<file path="config.mk">
export PLATFORM = sky130hd
export DESIGN_NAME = muldiv_unit
export DESIGN_NICKNAME = d
export VERILOG_FILES = /design/src/rtl/alu_pkg.sv /design/src/rtl/muldiv_step.sv /design/src/rtl/muldiv_unit.sv
export SDC_FILE = /design/constraint.sdc
export NUM_CORES = 1
export LEC_CHECK = 0
export CAP_MARGIN = 20
export CORE_MARGIN = 4
export CORE_UTILIZATION = 35
export CTS_CLUSTER_DIAMETER = 150
export DETAILED_ROUTE_END_ITERATION = 8
export PLACE_DENSITY_LB_ADDON = 0.12
export SLEW_MARGIN = 20
export SYNTH_ARGS = -nofsm -noshare
export SYNTH_HDL_FRONTEND = slang
export SYNTH_SLANG_ARGS = --single-unit
</file>
<file path="constraint.sdc">
create_clock -name clk -period 4.5 [get_ports clk]
set_input_delay 1.35 -clock clk [delete_from_list [all_inputs] [get_ports clk]]
set_output_delay 1.35 -clock clk [all_outputs]
set_load 0.1 [all_outputs]
</file>
<file path="src/rtl/alu_pkg.sv">
// rtl/alu_pkg.sv - shared ALU opcode constants and multiply/divide op encodings
package alu_pkg;

    typedef enum logic [3:0] {
        ALU_ADD  = 4'd0,
        ALU_SUB  = 4'd1,
        ALU_AND  = 4'd2,
        ALU_OR   = 4'd3,
        ALU_XOR  = 4'd4,
        ALU_SLL  = 4'd5,
        ALU_SRL  = 4'd6,
        ALU_SRA  = 4'd7,
        ALU_SLT  = 4'd8,
        ALU_SLTU = 4'd9
    } alu_op_t;

    typedef enum logic [2:0] {
        MD_MUL    = 3'b000,
        MD_MULH   = 3'b001,
        MD_MULHSU = 3'b010,
        MD_MULHU  = 3'b011,
        MD_DIV    = 3'b100,
        MD_DIVU   = 3'b101,
        MD_REM    = 3'b110,
        MD_REMU   = 3'b111
    } muldiv_op_t;

    localparam int MD_ITERATIONS = 32;

    // MUL is sign-agnostic in its low half, so it runs as unsigned.
    function automatic logic md_signed_a(input muldiv_op_t op);
        return (op == MD_MULH) || (op == MD_MULHSU) || (op == MD_DIV) || (op == MD_REM);
    endfunction

    function automatic logic md_signed_b(input muldiv_op_t op);
        return (op == MD_MULH) || (op == MD_DIV) || (op == MD_REM);
    endfunction

endpackage

</file>
<file path="src/rtl/muldiv_step.sv">
// rtl/muldiv_step.sv - one shift-add (multiply) or restoring shift-subtract (divide) iteration
module muldiv_step #(
    parameter int XLEN = 32
) (
    input  logic            is_div,
    input  logic [XLEN-1:0] hi,
    input  logic [XLEN-1:0] lo,
    input  logic [XLEN-1:0] operand,
    output logic [XLEN-1:0] hi_next,
    output logic [XLEN-1:0] lo_next
);

    logic [XLEN:0]   sum;
    logic [XLEN:0]   shifted;
    logic [XLEN-1:0] diff;
    logic            ge;

    always_comb begin
        sum     = {1'b0, hi} + (lo[0] ? {1'b0, operand} : '0);
        shifted = {hi, lo[XLEN-1]};
        ge      = shifted >= {1'b0, operand};
        // The restored remainder is always below the divisor, so XLEN bits suffice.
        diff    = shifted[XLEN-1:0] - operand;
        if (is_div) begin
            hi_next = ge ? diff : shifted[XLEN-1:0];
            lo_next = {lo[XLEN-2:0], ge};
        end else begin
            hi_next = sum[XLEN:1];
            lo_next = {sum[0], lo[XLEN-1:1]};
        end
    end

endmodule

</file>
<file path="src/rtl/muldiv_unit.sv">
// rtl/muldiv_unit.sv - iterative RV32M multiply/divide unit with valid/ready handshakes
module muldiv_unit
    import alu_pkg::*;
#(
    parameter int XLEN = 32
) (
    input  logic            clk,
    input  logic            rst_n,
    input  logic            req_valid,
    output logic            req_ready,
    input  logic [XLEN-1:0] data1,
    input  logic [XLEN-1:0] data2,
    input  logic [2:0]      mdop,
    output logic            resp_valid,
    input  logic            resp_ready,
    output logic [XLEN-1:0] md_result,
    output logic            zero
);

    typedef enum logic [1:0] {
        IDLE = 2'd0,
        CALC = 2'd1,
        DONE = 2'd2
    } state_t;

    localparam logic [5:0] CNT_LAST = 6'(MD_ITERATIONS);

    state_t          state, state_next;
    muldiv_op_t      op, op_in;
    logic [5:0]      cnt;
    logic [XLEN-1:0] acc_hi, acc_lo, opb;
    logic [XLEN-1:0] step_hi, step_lo;
    logic            neg_a, neg_b, div_zero;
    logic            sign_a_in, sign_b_in;
    logic [XLEN-1:0] mag_a_in, mag_b_in;
    logic            iter_done;
    logic            accept;

    logic [2*XLEN-1:0] prod, prod_fix;
    logic [XLEN-1:0]   quo_fix, rem_fix, result_next;

    assign req_ready  = (state == IDLE);
    assign resp_valid = (state == DONE);
    assign zero       = (md_result == '0);
    assign iter_done  = (cnt == CNT_LAST);
    assign accept     = req_valid && req_ready;

    always_comb begin
        op_in     = muldiv_op_t'(mdop);
        sign_a_in = md_signed_a(op_in) && data1[XLEN-1];
        sign_b_in = md_signed_b(op_in) && data2[XLEN-1];
        mag_a_in  = sign_a_in ? -data1 : data1;
        mag_b_in  = sign_b_in ? -data2 : data2;
    end

    muldiv_step #(.XLEN(XLEN)) u_step (
        .is_div  (op[2]),
        .hi      (acc_hi),
        .lo      (acc_lo),
        .operand (opb),
        .hi_next (step_hi),
        .lo_next (step_lo)
    );

    // Divide-by-zero only needs a quotient override: the remainder path
    // already yields the dividend magnitude, which the sign fixup restores.
    always_comb begin
        prod     = {acc_hi, acc_lo};
        prod_fix = (neg_a ^ neg_b) ? -prod : prod;
        quo_fix  = div_zero ? '1 : ((neg_a ^ neg_b) ? -acc_lo : acc_lo);
        rem_fix  = neg_a ? -acc_hi : acc_hi;
        case (op)
            MD_MUL:                        result_next = prod_fix[XLEN-1:0];
            MD_MULH, MD_MULHSU, MD_MULHU:  result_next = prod_fix[2*XLEN-1:XLEN];
            MD_DIV, MD_DIVU:               result_next = quo_fix;
            default:                       result_next = rem_fix;
        endcase
    end

    always_comb begin
        state_next = state;
        case (state)
            IDLE:    if (req_valid)  state_next = CALC;
            CALC:    if (iter_done)  state_next = DONE;
            DONE:    if (resp_ready) state_next = IDLE;
            default:                 state_next = IDLE;
        endcase
    end

    always_ff @(posedge clk or negedge rst_n) begin
        if (!rst_n) begin
            state     <= IDLE;
            op        <= MD_MUL;
            cnt       <= '0;
            acc_hi    <= '0;
            acc_lo    <= '0;
            opb       <= '0;
            neg_a     <= 1'b0;
            neg_b     <= 1'b0;
            div_zero  <= 1'b0;
            md_result <= '0;
        end else begin
            state <= state_next;
            case (state)
                IDLE: begin
                    if (accept) begin
                        op       <= op_in;
                        cnt      <= '0;
                        acc_hi   <= '0;
                        acc_lo   <= mag_a_in;
                        opb      <= mag_b_in;
                        neg_a    <= sign_a_in;
                        neg_b    <= sign_b_in;
                        div_zero <= (data2 == '0);
                    end
                end
                CALC: begin
                    // One extra CALC cycle after the last iteration registers the fixed-up result.
                    if (!iter_done) begin
                        acc_hi <= step_hi;
                        acc_lo <= step_lo;
                        cnt    <= cnt + 6'd1;
                    end else begin
                        md_result <= result_next;
                    end
                end
                default: ;
            endcase
        end
    end

endmodule
</file>
Word-level counts from Yosys, hierarchy flattened
Cells that the tools add are included.
{ "op_classes": {"muxes": 24, "n_bitwise": 1, "order_cmp": 1, "addsub": 8, "reduce_logical": 19, "eq_ne": 17} }
{ "ops": {"columns": ["operator", "count"], "rows": [
  ["32-bit two-way mux", 13],
  ["32-bit negation", 4],
  ["32-bit case mux with 2 select lines", 2],
  ["32-bit case mux with 3 select lines", 1],
  ["32-bit logical NOT", 2],
  ["64-bit two-way mux", 1],
  ["64-bit negation", 1],
  ["32-bit by 33-bit adder with 33-bit output", 1],
  ["33-bit by 32-bit greater-or-equal comparator with 1-bit output", 1],
  ["32-bit subtractor", 1],
  ["3-bit == test, second input constant", 4],
  ["6-bit two-way mux", 2],
  ["6-bit case mux with 2 select lines", 1],
  ["3-bit by 2-bit == test with 1-bit output, second input constant", 3],
  ["6-bit by 1-bit adder with 6-bit output, second input constant", 1],
  ["3-bit by 1-bit == test with 1-bit output, second input constant", 2],
  ["6-bit == test, second input constant", 1],
  ["2-bit two-way mux", 3],
  ["2-bit != test, second input constant", 3],
  ["2-bit case mux with 3 select lines", 1],
  ["3-bit AND reduction", 2],
  ["1-bit logical OR", 5],
  ["2-bit by 1-bit != test with 1-bit output, second input constant", 2],
  ["2-bit AND reduction", 2],
  ["other kinds (9)", 11]
]} }
{ "totals": {"regBits": 142, "input_bits": 71, "out_inout_bits": 35} }

Depth between registers and ports, before layout
Gate-level depths: netlist (run 1).
{ "depth": {"word_depth": 8, "depth_mapped": 16, "depth_no_buf": 14} }

Hierarchy
A second synthesis (run 1) with hierarchy kept.
{ "hier_totals": {"hier_cells": 2012, "area_unflattened_um2": 15068.2} }
{ "modules_own_cells": {"columns": ["mod", "area_each_um2", "cells_each", "seq_area_each_um2", "n_inst"], "rows": [
  ["muldiv_unit", 10378.7, 1330, 3553.4, 1],
  ["muldiv_step", 4689.5, 682, 0.0, 1]
]} }

Least setup slack after synthesis (run 1)
Ideal clock, no wire load.
{ "synth_path": {"kind": "reg-to-output", "from": "register md_result[27]", "to": "output zero", "setup_slack_ps": 644, "required_time_ps": 3150, "t_arrival_ps": 2506, "stages_incl_launch_ff": 4, "cell_sequence": "dfrtp_1 > nor4_1 > nand4_1 > nor2_1"} }
{ "synth_via": {"elab_chain_len": 1} }
{ "synth_lines": {"columns": ["element", "line", "rtl"], "rows": [
  ["from (decl)", "muldiv_unit.sv:16", "output logic [XLEN-1:0] md_result,"],
  ["from (signal assigned)", "muldiv_unit.sv:124", "md_result <= result_next;"],
  ["32-bit logical NOT", "muldiv_unit.sv:44", "assign zero = (md_result == '0);"],
  ["to (decl)", "muldiv_unit.sv:17", "output logic zero"]
]} }
No other way between the ends.

Final worst setup path (run 1)
{ "layout_path": {"from": "register acc_hi[0]", "to": "register acc_hi[3]"} }
{ "layout_via": {"elab_chain_len": 5, "word_cells_on_any_way": 7} }
{ "layout_lines": {"columns": ["element", "line", "rtl"], "rows": [
  ["from (decl)", "muldiv_unit.sv:31", "logic [XLEN-1:0] acc_hi, acc_lo, opb;"],
  ["from (signal assigned)", "muldiv_unit.sv:120", "acc_hi <= step_hi;"],
  ["32-bit subtractor or 33-bit by 32-bit greater-or-equal comparator with 1-bit output (tied branches)", "muldiv_step.sv:23, muldiv_step.sv:21", null],
  ["32-bit two-way mux", "muldiv_step.sv:25", "hi_next = ge ? diff : shifted[XLEN-1:0];"],
  ["32-bit two-way mux (*)", "muldiv_step.sv:24", "if (is_div) begin"],
  ["32-bit two-way mux (*)", "muldiv_unit.sv:119", "if (!iter_done) begin"],
  ["32-bit case mux with 2 select lines (*)", "muldiv_unit.sv:104", "case (state)"]
]} }
Every way passes the cells marked *; elsewhere a longest branch is shown, timed or not. The select of a mux whose other input is x is not followed.
A chain may end at the register's enable or synchronous reset.

==> impl_summary.txt, run 1 <==
----------------------------------------------------
[Layout]
  Most used cells in the layout excluding fill and tap cells ... nand2_1 (237), o21ai_0 (214), nor2_1 (155)
  Total of fill cells in the finished design ... approximately 4100
  Fraction of final layout cells with drive strength greater than 1 ... around 6.1%
  Relative area change from synthesis to final layout ... 17.3%
  Final net count ... a little over 2000
  Most common cell after layout, fill and taps aside ... nand2_1
  Antenna diode count ... 0

[Worst setup path]
  R2r endpoint ... acc_hi[3]
  CP most frequent cell ... a21oi_1
  CP startpoint kind ... flop
  Critical path class ... flop to flop
  Largest stage delay on the critical path ... ~0.6 ns
  Slowest library cell on the worst path ... dfrtp_1
  Launch point of the worst reg-to-reg path ... acc_hi[0]
  Worst setup path end ... acc_hi[3]
  Crit-path max FO ... 42
  Critical Path RT ... roughly 4.8 ns
  Logic depth of the worst register-to-register path ... 12
  Type of element capturing the critical path ... flop
  Internal reg-to-reg setup slack ... 0.65 ns
  Worst endpoint data arrival time ... roughly 4.2 ns
  Chain of cells forming the critical path ... ha_1, nor2b_1, o21ai_0, a21oi_1, o311a_1, o21a_1, o31ai_1, nand2_1, buf_12, mux2_2, a21oi_1, nor2_1
  Setup crit start ... acc_hi[0]

[Synthesis]
  Most used DFF post-synth ... dfrtp_1
  Gate Count Post-Synth ... between 1500 and 2000
  Area share of the largest cell type after synthesis ... between 20 and 30%
  Nets in the synthesized netlist ... 1973
  Post-synthesis average cell area ... between 7 and 8 um2
  Post-synthesis sequential area ratio ... between 20 and 30%
  Number of distinct library cells after synthesis ... 71
  Async set-or-reset flop fraction in the synthesized netlist ... 100%
  Yosys top cell by area ... dfrtp_1
  Register bit count reported by yosys ... around 140
  Area contributors post-synth ... dfrtp_1 (26%), o21ai_0 (7.8%), xnor2_1 (7.5%)
  YS warnings ... 0
  Number of enable flip-flop cells after synthesis ... 0
  Mapped cell area ... 13700 um2

[Floorplan]
  Die outline width ... a little over 200 um
  # rows ... 72
  Core box area ... between 30000 and 40000 um2
  Die outline height ... around 200 um
  I/O pin total ... around 110
  Initial cell density of the core ... about 35%
  Area of the die ... about 42000 um2

[Clock tree]
  Root Buffer Master ... clkbuf_16
  CTS H-tree lvls ... 4
  Number of buffers added for setup after CTS ... 0
  Number of instances resized during post-cts repair ... 0
  Clock sink count ... around 140
  TritonCTS clock tree ... done
  Total clock buffers created by CTS ... 17
  Cts-stage hold buffer count ... 0
  Insertion delay to the later sink of the worst-skew pair ... around 0.45 ns
  Clock-pin slew on the worst setup and hold paths ... ~0.060 ns
  Maximum root-to-sink buffer count ... 2

[Timing]
  Final hold vios ... 0
  RSZ-0062 raised after global routing ... no
  Slew @ Worst Pin ... a little under 1 ns
  Achievable frequency ... 260 MHz
  Final count of pins violating max slew ... 0
  Number of setup violations in the final report ... 0
  Setup Total Neg Slack ... 0 ns
  Headroom to the max-slew limit ... roughly a third
  Shortest clock period the worst path allows after layout ... between 3 and 4 ns
  Worst clock skew ... 0.0105 ns
  Final worst path period share ... a little under nine tenths

[Global routing]
  Global-route congestion overflow total ... 0
  Global-route wire length before repair ... approximately 75000 um
  Maximum number of pins on one net before global-route repair ... 77
  Number of antenna violations at the first check in global routing ... 0
  Total global routing track utilization ... 22.5%
  Via count of the first global-routing pass ... 12800

[Status]
  Status ... completed

[Drt]
  DR pass1 iterations ... 6
  Detailed-route DRC error count ... 0
  Final wirelength ... 47900 um
  First DRT Iteration DRCs ... 1137
  Average via count per standard cell ... 5.61
  Drt wl/cell ... just under 20 um
  Number of antenna-violating nets in the routed design ... 0
  Overall via count from detail_route ... 13600

[Flow run]
  Number of maximum-capacitance constraint violations ... 0

[Worst hold path]
  Type of the most critical hold path ... flop to flop
  Origin of the worst min-delay path ... opb[27]

[Placed design]
  Hpwl dp ... between 30000 and 40000 um
  Final estimated routing congestion in global placement ... just over 0.9
  Number of buffers inserted by port buffering ... between 100 and 150

----------------------------------------------------
-- layer usage --
metal | vias up | wire length (um) | part of all wire, % | track usage, %
met3 | 43 | 2590 | 5.4 | 3.09
met4 | 0 | 963 | 2.0 | 5.56
met5 | - | 0 | 0 | 0
li1 | 6666 | - | - | -
met1 | 6439 | 23500 | 49 | 33.4
met2 | 447 | 20800 | 43 | 34.4
-- cell families (layout without fill, tap and decap cells) --
group / Yosys count / after routing / share of synthesized area [%]
simple gates: 606 / 606 / 20.5
compound gates: 572 / 572 / 25.1
xor+xnor: 196 / 196 / 12.5
buf+inv: 187 / 262 / 5.24
flops: 142 / 142 / 25.9
fa+ha+maj: 72 / 72 / 6.68
mux: 55 / 55 / 4.04
-- how the worst min path moves through the flow --
stage / slack (ns) / end / cells after the start
2_1_floorplan: 0.45 / opb[10] / 2
3_3_place_gp: 0.47 / opb[20] / 2
3_5_place_dp: 0.47 / opb[30] / 2
4_1_cts: 0.49 / opb[27] / 2
5_1_grt: 0.50 / opb[19] / 2
6_report: 0.48 / opb[27] / 2
-- through the flow --
| stage | instances | setup WS [ns] | hold WS, ns | utilization (%) | cell area, um2 |
|---|---|---|---|---|---|
| 2_1_floorplan | 1830 | 0.644 | 0.450 | - | 13700 |
| 3_3_place_gp | 2391 | 0.325 | 0.465 | 39.9 | 15400 |
| 3_5_place_dp | 2391 | 0.357 | 0.472 | 39.9 | 15400 |
| 4_1_cts | 2423 | 0.705 | 0.486 | 41.5 | 16100 |
| 5_1_grt | 2423 | 0.460 | 0.504 | 41.5 | 16100 |
| 6_report | 2423 | 0.654 | 0.476 | 41.5 | 16100 |
-- worst max-delay path: cells and delay by family (launching register included) --
kind / cells / cell delay (ns)
fa+ha+maj: 1 / 0.32
buf+inv: 1 / 0.24
mux: 1 / 0.30
simple gates: 3 / 0.41
compound gates: 6 / 1.85
flops: 1 / 0.59
-- synthesized netlist by cell type (all sizes together), types with 38 or more instances --
library cell and count:
nand2 238, o21ai 219, nor2 157, a21oi 152, dfrtp 142, xnor2 117
clkbuf 102, xor2 79, ha 70, inv 70, mux2i 52, nor3 38
-- registers in the layout, indices dropped and copies added (netlist names) --
register,cells
acc_hi,32
acc_lo,32
md_result,32
opb,32
cnt,6
op,3
state,2
div_zero,1
neg_a,1
neg_b,1
-- area by class of cell --
type | instances | area, um2 | share of cell area (%)
multi-input combinational | 1501 | 9480 | 58.9
timing repair buffer | 159 | 1490 | 9.26
clock inverter | 14 | 216 | 1.34
sequential | 142 | 3550 | 22.1
inverter | 71 | 267 | 1.66
clock buffer | 18 | 439 | 2.73
tap | 518 | 648 | 4.03
Power of run 1 is left out: the tool's default activity adds up to more than one toggle a clock period on the data nets, which glitch-free logic cannot reach.
==> run 2: changes to the inputs <==
Settings changed: CORE_UTILIZATION 35 to 40, CTS_BUF_LIST set to sky130_fd_sc_hd__clkbuf_16.
==> run 2 against run 1 <==
Compared with the run above: critical path depth is 2 lower; cell area is 1.3% lower; critical endpoint is now md_result[31]; flip-flop and latch count stayed put; count of clock-buffer cells in the layout fell by 1.
==> impl_summary.txt, run 2 (same netlist as run 1, synthesis figures left out) <==
----------------------------------------------------
[Clock tree]
  Maximum root-to-sink buffer count ... 2
  Cts-stage hold buffer count ... 0
  CTS H-tree lvls ... 4
  Number of instances resized during post-cts repair ... 0
  Insertion delay to the later sink of the worst-skew pair ... 0.44 ns
  Number of buffers added for setup after CTS ... 0
  TritonCTS clock tree ... done
  Clock sink count ... 142
  Root Buffer Master ... clkbuf_16
  Clock-pin slew on the worst setup and hold paths ... 0.07 ns
  Total clock buffers created by CTS ... 17

[Drt]
  Final wirelength ... ~48000 um
  Drt wl/cell ... about 20 um
  First DRT Iteration DRCs ... around 1300
  Overall via count from detail_route ... 13600
  Number of antenna-violating nets in the routed design ... 0
  Detailed-route DRC error count ... 0
  DR pass1 iterations ... 5
  Average via count per standard cell ... approximately 5.8

[Layout]
  Total of fill cells in the finished design ... 3404
  Final std cell area, no fill ... about 16000 um2
  Area taken by multi-input logic gates ... 9480 um2
  Relative area change from synthesis to final layout ... 15.8%
  Share of the core filled with cells ... 47.1%
  Reg area ... about 3600 um2
  Antenna diode count ... 0
  Fraction of final layout cells with drive strength greater than 1 ... approximately 5.5%
  Most used cells in the layout excluding fill and tap cells ... nand2_1 (237), o21ai_0 (214), nor2_1 (156)
  Final net count ... 2026
  Most common cell after layout, fill and taps aside ... nand2_1

[Floorplan]
  Area of the die ... 37300 um2
  Initial cell density of the core ... roughly two fifths
  Die outline width ... between 150 and 200 um
  I/O pin total ... roughly 110
  # rows ... 67
  Die outline height ... a little under 200 um
  Core box area ... between 30000 and 40000 um2

[Timing]
  Worst clock skew ... 0.0143 ns
  RSZ-0062 raised after global routing ... no
  Setup Total Neg Slack ... 0 ns
  Shortest clock period the worst path allows after layout ... between 3 and 4 ns
  Achievable frequency ... approximately 260 MHz
  Final worst path period share ... 85.3%
  Slew @ Worst Pin ... ~1.1 ns
  Number of setup violations in the final report ... 0
  Final hold vios ... 0
  Final count of pins violating max slew ... 0
  Headroom to the max-slew limit ... between 20% and 30%

[Worst setup path]
  Type of element capturing the critical path ... flop
  Crit-path leading delay family ... simple AND/OR/NAND/NOR gates
  CP startpoint kind ... flop
  Largest stage delay on the critical path ... 0.71 ns
  Worst endpoint data arrival time ... ~4.1 ns
  Crit-path max FO ... 7
  Slowest library cell on the worst path ... or4_1
  Critical path buffer and inverter count ... 0
  Chain of cells forming the critical path ... nor4_1, nand3b_1, or4_1, or3_1, nor3_2, nor3_1, a31oi_1, a21oi_1, o22ai_1, o21ai_0
  Critical path class ... flop to flop
  Critical Path RT ... 4.80 ns

[Global routing]
  Via count of the first global-routing pass ... 12900
  Number of antenna violations at the first check in global routing ... 1
  Maximum number of pins on one net before global-route repair ... 85
  Global-route wire length before repair ... 74700 um
  Total global routing track utilization ... between 20 and 30%
  Global-route congestion overflow total ... 0

[Status]
  Status ... completed

[Worst hold path]
  Type of the most critical hold path ... flop to flop

[Placed design]
  Hpwl dp ... around 36000 um
  Number of buffers inserted by port buffering ... about 110
  Final estimated routing congestion in global placement ... 0.950
  Area after detailed placement ... 15300 um2

[Flow run]
  Number of maximum-capacitance constraint violations ... 0

----------------------------------------------------
-- run 2: cell types whose count changed in the layout (fill, tap and decap cells not counted), moves of 2 or more --
cell      before  now
inv_1         70   72
buf_4         53   44
buf_12         3    1
clkinv_4       5    2
inv_6          0    3
-- run 2: cell type report --
class / count / share of cell area, %
clock inverters: 15 / 1.24
repair buffers: 150 / 8.84
clock buffers: 17 / 2.68
well taps: 448 / 3.53
flip-flops and latches: 142 / 22.4
inverters: 71 / 1.68
multi-input cells: 1501 / 59.7
-- run 2: final timing paths --
check                           slack, ns       start  depth (start not counted)            end
worst min-delay path                 0.48      opb[6]                          2         opb[6]
max in group asynchronous            2.57       rst_n                          3      acc_lo[7]
worst max register to register       0.66  acc_lo[14]                         10  md_result[31]
worst max-delay path                 0.66  acc_lo[14]                         10  md_result[31]
min in group asynchronous            0.95       rst_n                          1  md_result[21]
worst min register to register       0.48      opb[6]                          2         opb[6]
-- run 2: per-layer routing --
layer | global-route usage, % | wire length, um
met1 | 38.4 | 23000
met2 | 38.1 | 20200
met3 | 4.29 | 3270
met4 | 7.41 | 1300
met5 | 0 | 13
-- run 2: stage by stage --
stage,std cells,setup slack [ns],hold WS (ns)
6_report,2344,0.664,0.481
5_1_grt,2344,0.494,0.509
4_1_cts,2344,0.740,0.486
3_5_place_dp,2312,0.286,0.471
3_3_place_gp,2311,0.359,0.462
2_1_floorplan,1830,0.644,0.450
-- run 2: worst reg2reg max path, cell delays in order (launching register included) --
cell and delay (ns):
dfrtp_1 0.48, nor4_1 0.59, nand3b_1 0.31, or4_1 0.71, or3_1 0.53, nor3_2 0.39, nor3_1 0.08, a31oi_1 0.15
a21oi_1 0.08, o22ai_1 0.26, o21ai_0 0.11
Power of run 2 is left out for the same reason.
==> run 3: changes to the inputs <==
Settings changed: SETUP_SLACK_MARGIN set to 0.3.
==> results of run 3 <==
No change in the layout: final DEF, timing and power equal those of run 2.
Power of run 3 is left out for the same reason.
